## src/rtl/mxv_result_writer.sv

```systemverilog
// Result write-back for the matrix-by-vector path: FIFO-buffers result words and
// writes them to sequential addresses. Define MXV_WRITER_SERIAL_EN for per-element writes.
module mxv_result_writer #(
    parameter int element_width          = 32,
    parameter int no_of_units            = 8,
    parameter int memories_address_width = 32,
    parameter int fifo_depth             = 4,
    parameter int fifo_addr_width        = 2
) (
    input  logic                                     clk,
    input  logic                                     reset,
    input  logic                                     start,
    input  logic [31:0]                              total_results,
    input  logic [no_of_units*element_width-1:0]     result_in,
    input  logic                                     result_valid,
    output logic                                     mem_write_enable,
    output logic [memories_address_width-1:0]        mem_write_address,
`ifdef MXV_WRITER_SERIAL_EN
    output logic [element_width-1:0]                 mem_write_data,
`else
    output logic [no_of_units*element_width-1:0]     mem_write_data,
`endif
    output logic                                     busy,
    output logic                                     done,
    output logic                                     overflow,
    output logic [fifo_addr_width:0]                 fifo_level
);

    localparam int RW = no_of_units * element_width;
    localparam int AW = memories_address_width;
    localparam logic [fifo_addr_width:0] FULL_LVL = (fifo_addr_width+1)'(fifo_depth);

    typedef enum logic [1:0] {IDLE, COLLECT, DRAIN, DONE} state_t;

    state_t state, state_nxt;

    logic [31:0]                total, count;
    logic [RW-1:0]              fifo_mem [fifo_depth];
    logic [fifo_addr_width-1:0] wr_ptr, rd_ptr;
    logic [AW-1:0]              next_addr;
    logic [RW-1:0]              head;
    logic                       push_req, push, pop, full, empty;
    logic                       start_ok, last_push, writer_free;

    assign full      = (fifo_level == FULL_LVL);
    assign empty     = (fifo_level == '0);
    assign push_req  = (state == COLLECT) && result_valid;
    assign push      = push_req && !full;
    assign pop       = !empty && writer_free;
    assign start_ok  = start && (state == IDLE || state == DONE);
    assign last_push = push_req && (count + 32'd1 == total);
    assign head      = fifo_mem[rd_ptr];
    assign busy      = (state == COLLECT) || (state == DRAIN);
    assign done      = (state == DONE);

    always_ff @(posedge clk or posedge reset) begin
        if (reset) state <= IDLE;
        else       state <= state_nxt;
    end

    always_comb begin
        state_nxt = state;
        case (state)
            IDLE, DONE: if (start) state_nxt = (total_results == 32'd0) ? DONE : COLLECT;
            COLLECT:    if (last_push) state_nxt = DRAIN;
            DRAIN:      if (empty && writer_free) state_nxt = DONE;
            default:    state_nxt = IDLE;
        endcase
    end

    // Dropped words still count toward the total so a run always terminates.
    always_ff @(posedge clk or posedge reset) begin
        if (reset) begin
            total    <= '0;
            count    <= '0;
            overflow <= 1'b0;
        end else if (start_ok) begin
            total    <= total_results;
            count    <= '0;
            overflow <= 1'b0;
        end else if (push_req) begin
            count <= count + 32'd1;
            if (full) overflow <= 1'b1;
        end
    end

    always_ff @(posedge clk) begin
        if (push) fifo_mem[wr_ptr] <= result_in;
    end

    always_ff @(posedge clk or posedge reset) begin
        if (reset) begin
            wr_ptr     <= '0;
            rd_ptr     <= '0;
            fifo_level <= '0;
        end else begin
            if (push) wr_ptr <= wr_ptr + fifo_addr_width'(1);
            if (pop)  rd_ptr <= rd_ptr + fifo_addr_width'(1);
            case ({push, pop})
                2'b10:   fifo_level <= fifo_level + (fifo_addr_width+1)'(1);
                2'b01:   fifo_level <= fifo_level - (fifo_addr_width+1)'(1);
                default: fifo_level <= fifo_level;
            endcase
        end
    end

`ifdef MXV_WRITER_SERIAL_EN
    localparam int CW = $clog2(no_of_units + 1);

    logic [CW-1:0] remaining;
    logic [RW-1:0] shreg;
    logic          fire;

    assign writer_free = (remaining == '0);
    assign fire        = pop || (remaining != '0);

    // Most significant element goes out first; shreg holds the elements still pending.
    always_ff @(posedge clk or posedge reset) begin
        if (reset) begin
            remaining      <= '0;
            shreg          <= '0;
            mem_write_data <= '0;
        end else if (pop) begin
            mem_write_data <= head[RW-1 -: element_width];
            shreg          <= head << element_width;
            remaining      <= CW'(no_of_units - 1);
        end else if (remaining != '0) begin
            mem_write_data <= shreg[RW-1 -: element_width];
            shreg          <= shreg << element_width;
            remaining      <= remaining - CW'(1);
        end
    end
`else
    logic fire;

    assign writer_free = 1'b1;
    assign fire        = pop;

    always_ff @(posedge clk or posedge reset) begin
        if (reset)    mem_write_data <= '0;
        else if (pop) mem_write_data <= head;
    end
`endif

    always_ff @(posedge clk or posedge reset) begin
        if (reset) begin
            mem_write_enable  <= 1'b0;
            mem_write_address <= '0;
            next_addr         <= '0;
        end else begin
            mem_write_enable <= fire;
            if (fire) mem_write_address <= next_addr;
            if (start_ok)  next_addr <= '0;
            else if (fire) next_addr <= next_addr + AW'(1);
        end
    end

endmodule

```

## config.mk

```make
export PLATFORM = sky130hd
export DESIGN_NAME = mxv_result_writer
export DESIGN_NICKNAME = d
export VERILOG_FILES = /design/src/rtl/mxv_result_writer.sv
export SDC_FILE = /design/constraint.sdc
export NUM_CORES = 2
export LEC_CHECK = 0
export ABC_CLOCK_PERIOD_IN_PS = 16650
export CAP_MARGIN = 20
export CELL_PAD_IN_SITES_DETAIL_PLACEMENT = 0
export CELL_PAD_IN_SITES_GLOBAL_PLACEMENT = 1
export CORE_UTILIZATION = 40
export CTS_CLUSTER_DIAMETER = 120
export DETAILED_ROUTE_END_ITERATION = 10
export PLACE_DENSITY = 0.71
export SETUP_SLACK_MARGIN = 0.5
export SLEW_MARGIN = 30
export SYNTH_ARGS = -nofsm -noshare
export SYNTH_HDL_FRONTEND = slang
export SYNTH_SLANG_ARGS = --single-unit
```

## constraint.sdc

```tcl
create_clock -name clk -period 16.65 [get_ports clk]
set_clock_uncertainty 0.15 [all_clocks]
set_input_delay 2.4975 -clock clk [delete_from_list [all_inputs] [get_ports clk]]
set_output_delay 2.4975 -clock clk [all_outputs]
set_load 0.05 [all_outputs]
```

# Word-level counts from Yosys, hierarchy flattened
# Memories as Yosys holds them, arrays and structs flattened. A register that Yosys moved wholly into a read port is not among the register bits.
# Index checks and enable logic that the tools add are counted.
# W data, S select, Z words.
# op_classes
add_sub_neg	6
multipliers	0
n_div	0
magnitude_cmp	0
n_eq_ne	11
n_shift	0
mux	15
bitwise	0
n_reduce_logical	18
# op_table
op	count
$mux W32	4
$add A32 B1 Y32 const B	2
$eq A32 B32 Y1	1
$logic_not A32 Y1	1
$mux W2	4
$eq A2 B2 Y1 const B	3
$ne A2 B2 Y1 const B	3
$pmux W2 S3	1
$pmux W3 S2	1
$reduce_bool A2 Y1	3
$mux W1	5
$add A2 B1 Y2 const B	2
$eq A2 B1 Y1 const B	2
$logic_and A1 B1 Y1	4
$add A3 B1 Y3 const B	1
$eq A3 B3 Y1 const B	1
$logic_not A1 Y1	3
$logic_not A3 Y1	1
$reduce_and A3 Y1	1
$sub A3 B1 Y3 const B	1
$logic_not A2 Y1	1
$logic_or A1 B1 Y1	2
$ne A2 B1 Y1 const B	1
$reduce_and A2 Y1	1
$reduce_or A2 Y1	1
# totals
reg_bits	139
latchBits	0
ram_bits	1024
rom_bits	0
inputBits	292
out_inout_bits	295
elab_cells	61
mem_count	1
# mem_list
memory	depth	word_bits	read_ports	rd_ports_with_merged_regs	wr	line_no	text
fifo_mem	4	256	1	1	1	38	logic [RW-1:0] fifo_mem [fifo_depth];

# Logic depth before layout (Yosys ltp)
# logic_depth
depth_word	5
mapped_depth	12
depth_no_buf	11

# Least setup slack after synthesis
# No wires, ideal clock.
# synth_timing
path_type	in2reg
from	input port result_valid
to	memory fifo_mem[0][0] (netlist bit), enable pin
arrival_time_ns	8.996
slack_ns	6.854
stages	4
path_cell_list	nand2_1 -> clkbuf_1 -> a21oi_1 -> and2_1
# synth_via
elab_chain_cells	4
# synth_lines
element	line_no	text
from (decl)	15	input logic result_valid,
$logic_and A1 B1 Y1	47	assign push_req = (state == COLLECT) && result_valid;
$logic_and A1 B1 Y1	48	assign push = push_req && !full;
$mux W1	88	if (push) fifo_mem[wr_ptr] <= result_in;
$mux W1 (not written as such)	88	
to (decl)	38	
# Every way passes these cells.

# Final worst setup path
# layout_timing
from	input port result_valid
to	memory fifo_mem[0][255] (netlist bit), enable pin
# The elaborated chain is that of the path after synthesis.

==> reports/results.tsv <==
metric	value	unit
utilization	50.1	%
fin_crit	6.24	ns
post_cts_buffers	0	
period_share	37.5	%
status	finished, final reports clean	
synth_common_cells	edfxtp_1 (1024), nand2_1 (914), dfrtp_1 (395)	
cts_buffer_depth	3	
grt-ovfl-total	0	
dieArea	135000	µm²
ant_nets	0	
tightest_slew	1.14	ns
vdd_drop_max	0.000194	V
ctsResizeCount	0	
layoutNonFillerInstCount	5690	
ys_ff_latch	1419	
layout-drive-gt1-share	14.0	%
synth_most_common_cell	edfxtp_1	
p_per_area	188	nW/µm²
root_buffer	clkbuf_16	
wl_per_cell	22.0	µm
grt_usage	18.6	%
critPathCaptureType	flip-flop	
holdCritPathClass	reg2reg	
cts_made_buffers	149	
rsz0062_at_grt	no	
hold_viol_final	0	
cp-start-kind	input port	
n_fill_cell	11100	
drv_cap	0	
slew_headroom	24.0	%
rows	133	
cts_tree	done	
synthTopCellsByArea	edfxtp_1 (57%), dfrtp_1 (18%), mux4_2 (11%)	
p_leak	24.1	nW
start_util	40.5	%
layout_setup_ws	10.41	ns
finalPower	12.5	mW
drc	0	
cp.arrival	6.46	ns
num_vias	28600	
synth_area	53500	µm²
netlist_instances	3185	
hold_buffers	0	
first_global_vias	29300	
dr.pass1.iters	5	
critical_path.top_delay_family	buffers and inverters	
required	16.87	ns
area_growth	23.7	%
clock-sinks	1419	
ys.flop_type	edfxtp_1	
ys_warn_count	0	
cp_num_buf_inv	3	
whs	0.312	ns
antenna_found_initial	33	
synth_edf_count	1024	
placed_area	61300	µm²
holdPathStages	2	
synth_top_area_share	57.5	%
critPathKind	in2reg	
cp_max_fo	57	
place.gp.congestion	0.777	
path_clk_slew	0.06	ns
rr_worst_depth	7	
io_buffers	586	
dp_hpwl	77000	µm
finalSetupViolCount	0	
cts-htree-levels	4	
yosys.area.top_type	edfxtp_1	
wl	125000	µm
grt_pass1_wl	188000	µm
dp_cells	5404	
slowest_stage	buf_4	
final_design_area_no_fill	66200	µm²
path_cells	clkdlybuf4s50_1, nand2_1, a21oi_1, and2_4, buf_4, buf_4	
drt-initial-drc-count	1779	
die_width	368	µm
ys_types	60	
slew_violations	0	
syn-num-nets	3488	
slowest_delay	0.83	ns
clk_latency	0.78	ns
syn_avg_cell_area	16.8	µm²
grt_max_degree	157	
vias_per_cell	5.03	
core-area	132000	µm²
yosysSeqAreaShare	76.0	%
ios	587	
final.setup.tns	0	ns
crit_top_cell	buf_4	
worstSetupPathDepth	6	
dp_slack	9.43	ns
finalNetCount	4105	
max_freq	160	MHz
async_flop_share	27.8	%
die_h	368	µm
## power breakdown
group          switching (mW)  internal (mW)
registers               0.414           4.54
logic                    2.73           1.60
clock network            1.36           1.82
## worst paths after layout
check | end | startpoint | slack, ns
worst max-delay path | fifo_mem[0][255] | result_valid | 10.41
worst min-delay path | mem_write_data[225] | mem_write_data[225] | 0.31
worst max register to register | fifo_mem[0][255] | state[1] | 11.97
worst min register to register | mem_write_data[225] | mem_write_data[225] | 0.31
max in group asynchronous | mem_write_data[115] | reset | 12.07
min in group asynchronous | total[19] | reset | 2.16
## registers in the layout, indices dropped and copies added (netlist names)
| name | flops |
|---|---|
| fifo_level | 3 |
| fifo_mem | 1024 |
| next_addr | 32 |
| mem_write_address | 32 |
| mem_write_enable | 1 |
| state | 2 |
| count | 32 |
| total | 32 |
| rd_ptr | 2 |
| mem_write_data | 256 |
| wr_ptr | 2 |
| overflow | 1 |
## per-layer routing
metal | global-route usage [%] | share of wire (%) | wire [µm] | vias up
met1 | 24.2 | 41 | 51700 | 14700
met4 | 5.34 | 2.1 | 2690 | 42
met2 | 30.8 | 50 | 63000 | 685
met5 | 0 | 0.23 | 283 | -
li1 | - | - | - | 13000
met3 | 4.77 | 6.1 | 7590 | 212
## tightest hold or removal path, stage by stage (launching register included)
cell     delay, ns
dfrtp_1       0.34
nand2_1       0.05
nand2_1       0.05
## placed cells by master, fill, tap and decap left out, drive strengths merged, types with 4 or more instances in the layout
| master | instances |
|---|---|
| nand2 | 914 |
| nor2 | 81 |
| diode | 7 |
| nand4 | 25 |
| mux4 | 256 |
| inv | 22 |
| nor4 | 12 |
| dfrtp | 395 |
| o21ai | 22 |
| nor4b | 4 |
| clkinv | 45 |
| clkdlybuf4s50 | 586 |
| and2 | 11 |
| buf | 34 |
| nor2b | 4 |
| and4 | 7 |
| edfxtp | 1024 |
| xor2 | 48 |
| nand3 | 28 |
| or3 | 15 |
| xnor2 | 45 |
| nor3 | 14 |
| mux2 | 31 |
| ha | 10 |
| clkbuf | 222 |
| and3 | 11 |
| a21oi | 19 |
## kinds of logic after synthesis
kind of cell	after synthesis	share of synthesized area (%)
muxes	289	11.5
adders and majority gates	11	0.271
DFF	1419	76.0
and+or+nand+nor	1137	8.74
xor gates and xnor gates	93	1.52
AOI/OAI and AO/OA	64	0.767
buffers and inverters	172	1.25
## layout make-up
cell class	instances	area [µm²]	area share [%]
flip-flops and latches	1419	40600	61.4
diodes	7	17.5	0.0265
repair buffers	620	6280	9.49
clock buffers	222	4220	6.39
multi-input cells	1594	12200	18.4
clock inverters	55	515	0.779
inverters	18	82.6	0.125
well taps	1755	2200	3.32
(Power assumes the default switching activity.)
